File: config.mk
export PLATFORM = sky130hd
export DESIGN_NAME = collision_check
export DESIGN_NICKNAME = d
export VERILOG_FILES = /design/src/rtl/collision_check.sv
export SDC_FILE = /design/constraint.sdc
export NUM_CORES = 1
export LEC_CHECK = 0
export ABC_CLOCK_PERIOD_IN_PS = 1000
export BUFFER_PORTS_ARGS = -buffer_cell sky130_fd_sc_hd__clkbuf_2
export CAP_MARGIN = 20
export CORE_UTILIZATION = 56
export CTS_CLUSTER_DIAMETER = 150
export DETAILED_ROUTE_END_ITERATION = 8
export GPL_ROUTABILITY_DRIVEN = 0
export MAX_ROUTING_LAYER = met4
export PLACE_DENSITY_LB_ADDON = 0.3
export SLEW_MARGIN = 20
export SYNTH_ARGS = -nofsm -noshare
export SYNTH_HDL_FRONTEND = slang
export SYNTH_SLANG_ARGS = --single-unit
File: constraint.sdc
create_clock -name clk -period 1 [get_ports clk]
set_input_delay 0.2 -clock clk [delete_from_list [all_inputs] [get_ports clk]]
set_output_delay 0.2 -clock clk [all_outputs]
set_load 0.005 [all_outputs]
File: src/rtl/collision_check.sv
// collision_check
//   Collision detection for a two-player snake game. Each cycle, every snake
//   head is compared against the play-field walls, against the snake's own
//   body, and against every segment of the other snake. The result is one
//   registered stop flag per snake, which the game-control FSM uses to halt
//   or kill that snake.
//
//   Segment i of a snake bus sits at bits [SEG_W*i +: SEG_W], laid out as
//   {x, y}. Segment 0 is the head. The all-ones value marks an unused slot.
//   An unused slot never collides with anything.
//
// Ports
//   clk          system clock, rising edge
//   rst          asynchronous active-high reset; clears both flags
//   snake1       snake 1 segment list (SEG_NUM segments of 2*COORD_W bits)
//   snake2       snake 2 segment list
//   should_stop1 snake 1 has collided (registered, 1-cycle latency)
//   should_stop2 snake 2 has collided (registered, 1-cycle latency)
module collision_check #(
   parameter int SEG_NUM = 16,
   parameter int COORD_W = 5,
   parameter int X_MAX   = 29,
   parameter int Y_MAX   = 23
) (
   input  logic                           clk,
   input  logic                           rst,
   input  logic [SEG_NUM*2*COORD_W-1:0]   snake1,
   input  logic [SEG_NUM*2*COORD_W-1:0]   snake2,
   output logic                           should_stop1,
   output logic                           should_stop2
);

   localparam int SEG_W = 2 * COORD_W;
   localparam logic [SEG_W-1:0]   EMPTY = '1;
   localparam logic [COORD_W-1:0] X_LIM = COORD_W'(X_MAX);
   localparam logic [COORD_W-1:0] Y_LIM = COORD_W'(Y_MAX);

   logic [SEG_W-1:0] head1, head2;
   logic [SEG_W-1:0] seg_a, seg_b;
   logic             wall1, wall2;
   logic             hit1, hit2;
   logic             next1, next2;

   always_comb begin
      head1 = snake1[SEG_W-1:0];
      head2 = snake2[SEG_W-1:0];
      seg_a = '0;
      seg_b = '0;
      hit1  = 1'b0;
      hit2  = 1'b0;

      wall1 = (head1[SEG_W-1:COORD_W] > X_LIM) || (head1[COORD_W-1:0] > Y_LIM);
      wall2 = (head2[SEG_W-1:COORD_W] > X_LIM) || (head2[COORD_W-1:0] > Y_LIM);

      // One pass over both buses covers self and cross checks. A head never
      // matches itself (index 0 is skipped for own-snake checks) but does
      // count against the other snake's head, which gives the head-on case.
      for (int unsigned i = 0; i < SEG_NUM; i++) begin
         seg_a = snake1[i*SEG_W +: SEG_W];
         seg_b = snake2[i*SEG_W +: SEG_W];
         if (seg_a != EMPTY) begin
            if ((i != 0) && (seg_a == head1)) hit1 = 1'b1;
            if (seg_a == head2)               hit2 = 1'b1;
         end
         if (seg_b != EMPTY) begin
            if ((i != 0) && (seg_b == head2)) hit2 = 1'b1;
            if (seg_b == head1)               hit1 = 1'b1;
         end
      end

      // An inactive (empty-head) snake never stops, even though its
      // all-ones head coordinates would otherwise read as a wall hit.
      next1 = (head1 != EMPTY) && (wall1 || hit1);
      next2 = (head2 != EMPTY) && (wall2 || hit2);
   end

   always_ff @(posedge clk or posedge rst) begin
      if (rst) begin
         should_stop1 <= 1'b0;
         should_stop2 <= 1'b0;
      end else begin
         should_stop1 <= next1;
         should_stop2 <= next2;
      end
   end

endmodule

==> results of run 1 <==
==> logic make-up after synthesis <==
group	count (synthesis)	synth area share, %
xor+xnor	610	62.7
simple gates	384	25.1
buf+inv	81	10.9
compound gates	8	0.822
flops	2	0.587
==> stage by stage <==
| stage | hold slack (ns) | instances | utilization [%] | setup WS (ns) |
|---|---|---|---|---|
| global placement | 0.0610 | 1993 | 91.7 | -1.23 |
| floorplan | -0.0588 | 1085 | - | -0.516 |
| detailed placement | 0.0658 | 1993 | 91.7 | -1.35 |
==> reports/results.tsv, run 1 <==
metric	value	unit
synth.area.top_cells	xnor2_1 (56%), nand4_1 (13%), xor2_1 (6.6%)	
ys_seq_area_share	0.587	%
synth_nets	1407	
synth_edf_count	0	
numClockSinks	2	
dieWidth	125	µm
error_line	[ERROR DPL-0038] Utilization greater than 100%, impossible to legalize	
status	aborted with a tool error	
cts_setup_buffers	36	
place_area	0.0135	mm²
synth_seq_cells	2	
cts_resized	175	
synth-async-reset-ratio	100	%
netlist_instances	1085	
yosysWarnings	0	
initial_core_util	58.0	%
haltStage	clock tree synthesis	
htreeDepth	1	
ys.flop_type	dfrtp_1	
port_buffers	323	
synth.most_common_cell	xnor2_1	
synthTopCellsByCount	xnor2_1 (546), nand4_1 (183), nand2_1 (77)	
place_hpwl	38000	µm
num_rows	44	
die_h	125	µm
postCtsHoldBufs	1	
synth_cell_types	18	
numCtsBuffers	3	
syn-mean-instance-area	7.86	µm²
ioPinCount	324	
syn_area	0.00853	mm²
cts_buffer_depth	2	
synth_top_area_share	56.1	%
synth_top_area_cell	xnor2_1	
root_buffer	clkbuf_16	
==> run 2, diff against run 1 <==
--- a/config.mk
+++ b/config.mk
@@ -8,12 +8,10 @@
 export ABC_CLOCK_PERIOD_IN_PS = 1000
 export BUFFER_PORTS_ARGS = -buffer_cell sky130_fd_sc_hd__clkbuf_2
 export CAP_MARGIN = 20
-export CORE_UTILIZATION = 56
-export CTS_CLUSTER_DIAMETER = 150
+export CORE_UTILIZATION = 40
 export DETAILED_ROUTE_END_ITERATION = 8
 export GPL_ROUTABILITY_DRIVEN = 0
-export MAX_ROUTING_LAYER = met4
-export PLACE_DENSITY_LB_ADDON = 0.3
+export PLACE_DENSITY_LB_ADDON = 0.15
 export SLEW_MARGIN = 20
 export SYNTH_ARGS = -nofsm -noshare
 export SYNTH_HDL_FRONTEND = slang
==> reports/results.tsv, run 2 <==
metric	value	unit	change
synth_seq_cells	2		unchanged
synthTopCellsByCount	xnor2_1 (546), nand4_1 (183), nand2_1 (77)		
cp.buffers_inverters	5		
cts_tree	yes		
avgViaCountPerCell	5.50		
syn_area	0.00853	mm²	unchanged
num_rows	53		+20%
htreeDepth	1		unchanged
cp-end-kind	flop		
drt_iter0_drc	916		
worst_slew_pin_slew	0.787	ns	
drive_above_1_share	49.4	%	
setup_viol	2		
synth_xor_area_share	62.7	%	unchanged
root_buffer	clkbuf_16		
fp.coreArea	0.0210	mm²	
worstPathArrival	1.94	ns	
synth_top_area_cell	xnor2_1		
critPathMaxFanout	7		
syn-mean-instance-area	7.86	µm²	unchanged
reg_top3	should_stop1 x1, should_stop2 x1		
violations	setup timing		
synth_nets	1407		unchanged
synthSimpleGateAreaFrac	25.1	%	unchanged
synth_edf_count	0		unchanged
ioPinCount	324		unchanged
cp-start-kind	primary input		
crit_path_max_incr_delay	0.44	ns	
firstDrtPassIters	5		
slowest_stage	nor4_2		
die_h	148	µm	+18%
grt_antenna_before_repair	1		
drv_cap	0		
synth-async-reset-ratio	100	%	unchanged
min_path_type	in2async		
die_area	0.0219	mm²	
fin_crit_sh	180	%	
synth_top_area_share	56.1	%	unchanged
yosysWarnings	0		unchanged
via_count	11700		
maxSlewViolCount	0		
synthAdderAreaFrac	0	%	unchanged
synth_top_family_by_area	XOR/XNOR gates		
total_power	7.70	mW	
vdd_ir_drop_max	468	µV	
setup_ws	-0.805	ns	
synth.area.top_cells	xnor2_1 (56%), nand4_1 (13%), xor2_1 (6.6%)		
ant_nets	0		
slew_headroom	47.0	%	
ys.flop_type	dfrtp_1		
final_cell_count_no_fill	2122		
path_cells	buf_6 -> buf_12 -> buf_8 -> buf_4 -> xnor2_1 -> nand4_1 -> nor4_2 -> nor4_4 -> buf_4 -> nand4_1 -> nor4_2 -> nor2_1		
status	complete, but fails checks		
critPathTopFamily	simple AND/OR/NAND/NOR gates		
routed_wl	42000	µm	
synth_cell_types	18		unchanged
hold_violations	0		
grt_remaining_overflow	0		
post_drt_wl_per_cell	19.8	µm	
grt_pass1_wl	61300	µm	
place_area	0.0136	mm²	+1.2%
grt.total_usage	36.0	%	
path_class	in2reg		
period_minus_slack	1.80	ns	
rsz0062_at_grt	true		
place_hpwl	32200	µm	-15%
synth.most_common_cell	xnor2_1		
nets	2171		
crit_cells	12		
cts_buffer_depth	2		unchanged
final_cell_mix	xnor2_1 (541), buf_4 (449), clkbuf_2 (310)		
n_antenna_cell	0		
dieWidth	148	µm	+18%
synth_mux_area_share	0	%	unchanged
final_common_cell	xnor2_1		
path_clk_slew	0.03	ns	
grt_pass1_vias	11600		
area_growth	76.6	%	
dp.cells	2087		+4.7%
crit_required	1.14	ns	
numCtsBuffers	3		unchanged
tns	-1.51	ns	
initial_core_util	40.7	%	-17 points
postLayoutCellArea	0.0151	mm²	
power_density	512	mW/mm²	
max_freq	0.554	GHz	
drc_errors	0		
netlist_instances	1085		unchanged
port_buffers	323		unchanged
grt_max_degree	18		
synth_compound_area_share	0.822	%	unchanged
ys_seq_area_share	0.587	%	unchanged
numClockSinks	2		unchanged
leakage	6.15	nW	
-- run 2: cell counts after synthesis --
Identical to the previous run, type by type.
-- run 2: area by class of cell --
type	count	area, µm²
inverters	1	3.75
repair buffers	839	6420
clock buffers	3	75.1
flip-flops and latches	2	50.0
well taps	275	344
fillers	1683	5900
multi-input cells	1002	8160
-- run 2: timing repair --
action	CTS	global route
pin swaps	32	31
gates cloned	8	1
buffers inserted	9	22
resized for setup	105	63
setup endpoints to repair	2	2
hold endpoints to repair	2	0
hold buffers	1	0
-- run 2: power breakdown --
part	switching [mW]	total (mW)	leakage, nW	internal [mW]
logic	3.23	7.01	6.09	3.79
registers	0.00906	0.0994	0.0251	0.0904
clock network	0.0818	0.590	0.0370	0.508
-- run 2: logic make-up (layout without fill, tap and decap cells) --
family	Yosys count	count (layout)
DFF	2	2
AOI/OAI and AO/OA	8	8
and+or+nand+nor	384	384
xor gates and xnor gates	610	610
buffers and inverters	81	843
-- run 2: final timing paths --
check	from	to	slack (ns)
min	rst	should_stop1	0.41
max	snake2[0]	should_stop2	-0.80
min in group clk	snake1[2]	should_stop1	0.57
max in group asynchronous	rst	should_stop2	0.45
-- run 2: worst min-delay path: stages --
cell,delay [ns]
dlygate4sd3_1,0.54
clkbuf_2,0.10
inv_1,0.12
-- run 2: through the flow --
stage / hold WS [ns] / util, % / setup WS, ns
finish: 0.407 / 71.9 / -0.805
global route: 0.419 / 71.9 / -0.873
CTS: 0.395 / 69.3 / -0.733
detailed placement: 0.0577 / 65.1 / -1.17
global placement: 0.0656 / 65.1 / -1.11
floorplan: -0.0588 / - / -0.516
-- run 2: routing by layer --
layer  global-route usage [%]  routed length, µm  vias up
met1                     43.5              16200     5423
met2                     62.1              19600      741
met5                        0                 13        -
met3                     4.78               3860      175
met4                     17.8               2320        2
li1                         -                  -     5321
(Power assumes the default switching activity.)
